## config.mk

```make
export PLATFORM = sky130hd
export DESIGN_NAME = rolha_refill_scheduler_flat
export DESIGN_NICKNAME = d
export VERILOG_FILES = /design/src/rtl/rolha_pkg.sv /design/src/rtl/rolha_refill_scheduler_if.sv /design/src/rtl/contador_sat.sv /design/src/rtl/rolha_refill_scheduler.sv /design/src/flat_wrapper.sv
export SDC_FILE = /design/constraint.sdc
export NUM_CORES = 1
export LEC_CHECK = 0
export CORE_MARGIN = 2
export CORE_UTILIZATION = 45
export DETAILED_ROUTE_END_ITERATION = 8
export PLACE_DENSITY = 0.67
export SYNTH_ARGS = -nofsm -noshare
export SYNTH_HDL_FRONTEND = slang
export SYNTH_HIERARCHICAL = 1
export SYNTH_SLANG_ARGS = --single-unit
```

## constraint.sdc

```tcl
create_clock -name clk -period 3.46 [get_ports clk]
set_input_delay 0.865 -clock clk [delete_from_list [all_inputs] [get_ports clk]]
set_output_delay 0.865 -clock clk [all_outputs]
set_load 0.01 [all_outputs]
```

## src/rtl/rolha_pkg.sv

```systemverilog
// Shared types and default sizing for the cork refill scheduler.
package rolha_pkg;

    localparam int unsigned CNT_W    = 8;
    localparam int unsigned LOW_MARK = 5;
    localparam int unsigned BATCH    = 15;
    localparam int unsigned DISP_CAP = 24;

    typedef logic [CNT_W-1:0] cnt_t;

    typedef enum logic [1:0] {
        IDLE,
        CALC,
        XFER,
        DONE
    } state_t;

endpackage

```

## src/rtl/rolha_refill_scheduler_if.sv

```systemverilog
// Stock/operator inputs and dispenser status outputs of the refill scheduler.
interface rolha_refill_scheduler_if;
    import rolha_pkg::*;

    logic load_stock;
    cnt_t stock_in;
    logic add_stock;
    logic consume;
    cnt_t disp_count;
    cnt_t stock;
    logic rolha;
    logic refill_busy;
    logic refill_done;
    logic stock_empty;
    logic underflow;

    modport master (
        output load_stock, stock_in, add_stock, consume,
        input  disp_count, stock, rolha, refill_busy, refill_done, stock_empty, underflow
    );

    modport slave (
        input  load_stock, stock_in, add_stock, consume,
        output disp_count, stock, rolha, refill_busy, refill_done, stock_empty, underflow
    );

endinterface

```

## src/rtl/contador_sat.sv

```systemverilog
// 8-bit saturating up/down counter with synchronous load; inc and dec together hold.
module contador_sat
    import rolha_pkg::*;
(
    input  logic clk,
    input  logic rst_n,
    input  logic load,
    input  cnt_t load_val,
    input  logic inc,
    input  logic dec,
    output cnt_t q,
    output cnt_t next_c
);

    always_comb begin
        next_c = q;
        if (load) begin
            next_c = load_val;
        end else if (inc && !dec && (q != '1)) begin
            next_c = q + CNT_W'(1);
        end else if (dec && !inc && (q != '0)) begin
            next_c = q - CNT_W'(1);
        end
    end

    always_ff @(posedge clk or negedge rst_n) begin
        if (!rst_n) begin
            q <= '0;
        end else begin
            q <= next_c;
        end
    end

endmodule

```

## src/rtl/rolha_refill_scheduler.sv

```systemverilog
// Moves corks from warehouse stock into the dispenser in batches and
// arbitrates dispenser updates between refill transfers and seal consumption.
module rolha_refill_scheduler #(
    parameter int unsigned LOW_MARK = rolha_pkg::LOW_MARK,
    parameter int unsigned BATCH    = rolha_pkg::BATCH,
    parameter int unsigned DISP_CAP = rolha_pkg::DISP_CAP
) (
    input logic                     clk,
    input logic                     reset,
    rolha_refill_scheduler_if.slave bus
);
    import rolha_pkg::*;

    state_t state;
    state_t state_next;
    cnt_t   remaining;
    cnt_t   remaining_next;
    cnt_t   disp_q;
    cnt_t   disp_next_c;
    cnt_t   stock_q;
    cnt_t   stock_next_c;
    cnt_t   room;
    cnt_t   batch;
    logic   xfer;
    logic   trigger;
    logic   disp_dec;
    logic   stock_load;
    logic   underflow_evt;
    logic   busy_next;

    function automatic cnt_t min3(cnt_t a, cnt_t b, cnt_t c);
        cnt_t m;
        m = (a < b) ? a : b;
        return (m < c) ? m : c;
    endfunction

    // Room is safe in 8 bits because disp_count never exceeds DISP_CAP.
    assign xfer          = (state == XFER);
    assign room          = CNT_W'(DISP_CAP) - disp_q;
    assign batch         = min3(CNT_W'(BATCH), stock_q, room);
    assign trigger       = (disp_q <= CNT_W'(LOW_MARK)) && (stock_q != '0) && !bus.load_stock;
    assign disp_dec      = bus.consume && ((disp_q != '0) || xfer);
    assign underflow_evt = bus.consume && (disp_q == '0) && !xfer;
    assign stock_load    = bus.load_stock && (state == IDLE);

    contador_sat u_disp (
        .clk      (clk),
        .rst_n    (reset),
        .load     (1'b0),
        .load_val ('0),
        .inc      (xfer),
        .dec      (disp_dec),
        .q        (disp_q),
        .next_c   (disp_next_c)
    );

    // A transfer cycle decrements stock; a coincident add_stock cancels it.
    contador_sat u_stock (
        .clk      (clk),
        .rst_n    (reset),
        .load     (stock_load),
        .load_val (bus.stock_in),
        .inc      (bus.add_stock),
        .dec      (xfer),
        .q        (stock_q),
        .next_c   (stock_next_c)
    );

    always_comb begin
        state_next     = state;
        remaining_next = remaining;
        case (state)
            IDLE: begin
                if (trigger) begin
                    state_next = CALC;
                end
            end
            CALC: begin
                remaining_next = batch;
                state_next     = (batch == '0) ? DONE : XFER;
            end
            XFER: begin
                remaining_next = (remaining != '0) ? remaining - CNT_W'(1) : '0;
                if (remaining <= CNT_W'(1)) begin
                    state_next = DONE;
                end
            end
            DONE: begin
                state_next = IDLE;
            end
            default: begin
                state_next = IDLE;
            end
        endcase
    end

    assign busy_next = (state_next == CALC) || (state_next == XFER);

    always_ff @(posedge clk or negedge reset) begin
        if (!reset) begin
            state     <= IDLE;
            remaining <= '0;
        end else begin
            state     <= state_next;
            remaining <= remaining_next;
        end
    end

    // Status flags are registered from next-state values so they line up with the counters.
    always_ff @(posedge clk or negedge reset) begin
        if (!reset) begin
            bus.rolha       <= 1'b0;
            bus.stock_empty <= 1'b1;
            bus.refill_busy <= 1'b0;
            bus.refill_done <= 1'b0;
            bus.underflow   <= 1'b0;
        end else begin
            bus.rolha       <= (disp_next_c != '0);
            bus.stock_empty <= (stock_next_c == '0);
            bus.refill_busy <= busy_next;
            bus.refill_done <= (state == DONE);
            bus.underflow   <= underflow_evt;
        end
    end

    assign bus.disp_count = disp_q;
    assign bus.stock      = stock_q;

endmodule
```

## src/flat_wrapper.sv

```systemverilog
// flat-port wrapper written by rule: the top's interface ports become plain ports
module rolha_refill_scheduler_flat import rolha_pkg::*;
#(
    parameter int unsigned LOW_MARK = rolha_pkg::LOW_MARK,
    parameter int unsigned BATCH    = rolha_pkg::BATCH,
    parameter int unsigned DISP_CAP = rolha_pkg::DISP_CAP
)
  (clk, reset, bus_load_stock, bus_stock_in, bus_add_stock, bus_consume, bus_disp_count, bus_stock, bus_rolha, bus_refill_busy, bus_refill_done, bus_stock_empty, bus_underflow);
  rolha_refill_scheduler_if bus_i ();
  input logic clk;
  input logic reset;
  input wire logic [$bits(bus_i.load_stock)-1:0] bus_load_stock;
  input wire logic [$bits(bus_i.stock_in)-1:0] bus_stock_in;
  input wire logic [$bits(bus_i.add_stock)-1:0] bus_add_stock;
  input wire logic [$bits(bus_i.consume)-1:0] bus_consume;
  output wire logic [$bits(bus_i.disp_count)-1:0] bus_disp_count;
  output wire logic [$bits(bus_i.stock)-1:0] bus_stock;
  output wire logic [$bits(bus_i.rolha)-1:0] bus_rolha;
  output wire logic [$bits(bus_i.refill_busy)-1:0] bus_refill_busy;
  output wire logic [$bits(bus_i.refill_done)-1:0] bus_refill_done;
  output wire logic [$bits(bus_i.stock_empty)-1:0] bus_stock_empty;
  output wire logic [$bits(bus_i.underflow)-1:0] bus_underflow;
  assign bus_i.load_stock = bus_load_stock;
  assign bus_i.stock_in = bus_stock_in;
  assign bus_i.add_stock = bus_add_stock;
  assign bus_i.consume = bus_consume;
  assign bus_disp_count = bus_i.disp_count;
  assign bus_stock = bus_i.stock;
  assign bus_rolha = bus_i.rolha;
  assign bus_refill_busy = bus_i.refill_busy;
  assign bus_refill_done = bus_i.refill_done;
  assign bus_stock_empty = bus_i.stock_empty;
  assign bus_underflow = bus_i.underflow;
  rolha_refill_scheduler #(.LOW_MARK(LOW_MARK), .BATCH(BATCH), .DISP_CAP(DISP_CAP)) u_core (.clk(clk), .reset(reset), .bus(bus_i));
endmodule
```

==> results.json <==
{
  "wl_mm": 7.03,
  "p_per_area_mw_per_mm2": 834,
  "power_mw": 2.82,
  "initial_utilization": 0.471,
  "synthArstFlopShare": 1.00,
  "drtIter0Drc": 139,
  "fin_hold_ws_ns": 0.525,
  "drive_gt1_frac": 0.109,
  "ioPinCount": 34,
  "cp-start-kind": "register",
  "maxCapViolations": 0,
  "core_mm2": 0.00596,
  "synth-seq-cells": 31,
  "tritoncts.num_buffers": 5,
  "post-dp-hpwl_mm": 5.16,
  "grtUsageMet1": 0.289,
  "hold_violations": 0,
  "row_count": 28,
  "grt_usage": 0.204,
  "grt_pass1_wl_mm": 11.8,
  "vias": 2578,
  "wl_per_cell_um": 15.9,
  "grt_max_degree": 32,
  "rsz0062_at_grt": "false",
  "ctsRootBufferMaster": "clkbuf_8",
  "relSlewSlack": 0.598,
  "fill_cells": 551,
  "die_h_um": 83.0,
  "drcViolationCount": 0,
  "path_clk_slew_ns": 0.07,
  "antenna_found_initial": 0,
  "slew_violations": 0,
  "viasPerCell": 5.85,
  "critPathArrivalTime_ns": 3.37,
  "syn_area_mm2": 0.00281,
  "period_share": 0.915,
  "critPathCaptureType": "register",
  "met2_usage": 0.323,
  "syn_to_final_growth_pct": 20.6,
  "ys_warn_count": 6,
  "use_met3": 0.0368,
  "dieArea_mm2": 0.00688,
  "synthFlopType": "dfrtp_1",
  "critPathMaxFanout": 11,
  "clk_latency_ns": 0.28,
  "synthCells": 319,
  "syn_avg_cell_area_um2": 8.79,
  "hp-class": "register to register",
  "vdd.ir_drop.worst_mv": 0.408,
  "nets": 401,
  "worst_slew_pin_slew_ns": 0.587,
  "synth.distinct_cells": 74,
  "crit_type": "register to register",
  "grt_pass1_vias": 2401,
  "synth-seq-area-share": 0.277,
  "final_antenna_net_count": 0,
  "status": "finished, final reports clean",
  "fin_crit_ns": 3.16,
  "critical_path_required_ns": 3.66,
  "h-tree-depth": 2,
  "cts_tree": "yes",
  "portBuffers": 33,
  "gr-total-overflow": 0,
  "fin_skew_ns": 0.00308,
  "synth_edf_count": 0,
  "grt.busiest_layer": "met2",
  "cts.sinks": 31,
  "tns_ns": 0,
  "cts_buffer_depth": 2,
  "antenna-diode-count": 0,
  "finalSetupViolCount": 0,
  "drtPass1Iterations": 4,
  "fmax_mhz": 316,
  "gp_congestion": 0.905,
  "die_w_um": 83.0,
  "p_leak_nw": 1.39
}
[synthesized netlist by cell type (all sizes together) (2+ instances only)]
master	n	area, um2
a2111o	2	22.5
a21boi	2	22.5
a21oi	11	55.1
a22o	7	61.3
a31o	2	17.5
a31oi	2	12.5
a32oi	3	26.3
and2	3	18.8
and3	3	20.0
and4	2	18.8
buf	6	42.5
clkbuf	7	26.3
dfrtp	30	751
ha	23	288
inv	21	78.8
mux2i	2	20.0
nand2	24	90.1
nand2b	8	50.1
nand3	9	45.0
nand3b	3	22.5
nand4	3	18.8
nor2	13	48.8
nor2b	7	43.8
nor3	16	96.4
nor3b	6	45.0
nor4	9	77.6
nor4b	3	26.3
o211a	3	30.0
o211ai	4	43.8
o21a	5	38.8
o21ai	27	150
o221ai	5	56.3
o22ai	3	18.8
o31ai	4	30.0
or2	4	27.5
or4	6	52.6
xnor2	3	26.3
xor2	8	70.1
[sequential cells by signal, summed over array words and instances, names as in the netlist]
| register | flops |
|---|---|
| u_core/bus.stock_empty | 1 |
| u_core/u_disp/q | 8 |
| u_core/bus.rolha | 1 |
| u_core/bus.refill_done | 1 |
| u_core/bus.refill_busy | 1 |
| u_core/remaining | 8 |
| u_core/bus.underflow | 1 |
| u_core/state | 2 |
| u_core/u_stock/q | 8 |
[worst max-delay path: stages (launching register included)]
cell,delay [ns]
dfrtp_1,0.55
inv_1,0.14
ha_1,0.21
nand2b_1,0.18
a31oi_1,0.14
xor2_1,0.28
ha_1,0.18
nand4_1,0.12
a311oi_2,0.39
o311ai_1,0.14
nor4b_1,0.36
o32a_2,0.23
xor2_1,0.15
[cell families after synthesis]
logic type,count (synthesis),share of synthesized area
multiplexers,2,0.00714
adder cells (fa/ha/maj),23,0.103
AO/OA/AOI/OAI,94,0.263
flip-flops,31,0.277
AND/OR/NAND/NOR,123,0.262
other,1,0.00134
XOR/XNOR,11,0.0343
buffers and inverters,34,0.0526
[through the flow]
step           utilization  setup WS [ns]  cell area [um2]  instances
3_5_place_dp         0.547          0.204             3260        433
5_1_grt              0.568         0.0213             3380        441
4_1_cts              0.567          0.197             3380        441
6_report             0.568          0.295             3380        441
2_1_floorplan            -          0.617             2850        331
3_3_place_gp         0.547          0.191             3260        433
[final cells by class]
| cell class | instances | area, um2 | share of cell area |
|---|---|---|---|
| Multi-Input combinational cell | 266 | 1930 | 0.571 |
| Sequential cell | 31 | 777 | 0.230 |
| Timing Repair Buffer | 40 | 383 | 0.113 |
| Tap cell | 75 | 93.8 | 0.0277 |
| Clock buffer | 6 | 82.6 | 0.0244 |
| Inverter | 21 | 78.8 | 0.0233 |
| Clock inverter | 2 | 35.0 | 0.0104 |
[report_power, final]
| group | switching (mW) | leakage [nW] | internal (mW) |
|---|---|---|---|
| Clock | 0.139 | 0.0612 | 0.233 |
| Sequential | 0.272 | 0.371 | 0.507 |
| Combinational | 0.902 | 0.953 | 0.766 |
| Total | 1.31 | 1.39 | 1.51 |
[timing repair]
item,in CTS,in global routing
gates resized for setup,0,1
buffers inserted,0,0
setup endpoints to repair,0,1
hold buffers,0,0
[layout by cell type, fill, tap and decap left out, drive strengths merged, types with 7 or more instances in the layout]
master	Yosys	final
a21oi	11	11
clkdlybuf4s50	0	33
ha	23	23
a22o	7	7
xor2	8	8
inv	21	21
conb	1	13
nand3	9	9
nor3	16	16
nor4	9	9
dfrtp	30	30
buf	6	7
nand2	24	24
o21ai	27	27
nor2	13	13
nor2b	7	7
nand2b	8	8
[per-layer routing]
| metal | vias to the layer above | part of all wire |
|---|---|---|
| li1 | 1289 | - |
| met1 | 1221 | 0.48 |
| met2 | 63 | 0.47 |
| met3 | 5 | 0.037 |
| met4 | 0 | 0.0090 |
| met5 | - | 0 |
[path summary, 6_finish.rpt]
check	start	end	slack, ns	depth (start not counted)
setup / recovery	u_core/u_disp/q[1]$_DFF_PN0_	u_core/bus.refill_busy$_DFF_PN0_	0.30	12
hold / removal	u_core/remaining[6]$_DFFE_PN0P_	u_core/remaining[6]$_DFFE_PN0P_	0.53	1
hold reg to reg	u_core/remaining[6]$_DFFE_PN0P_	u_core/remaining[6]$_DFFE_PN0P_	0.53	1
setup reg to reg	u_core/u_disp/q[1]$_DFF_PN0_	u_core/bus.refill_busy$_DFF_PN0_	0.30	12
max in group asynchronous	reset	u_core/bus.stock_empty$_DFF_PN1_	2.15	2
min in group asynchronous	reset	u_core/remaining[1]$_DFFE_PN0P_	0.99	2
Power figures use the tool's default switching activity.
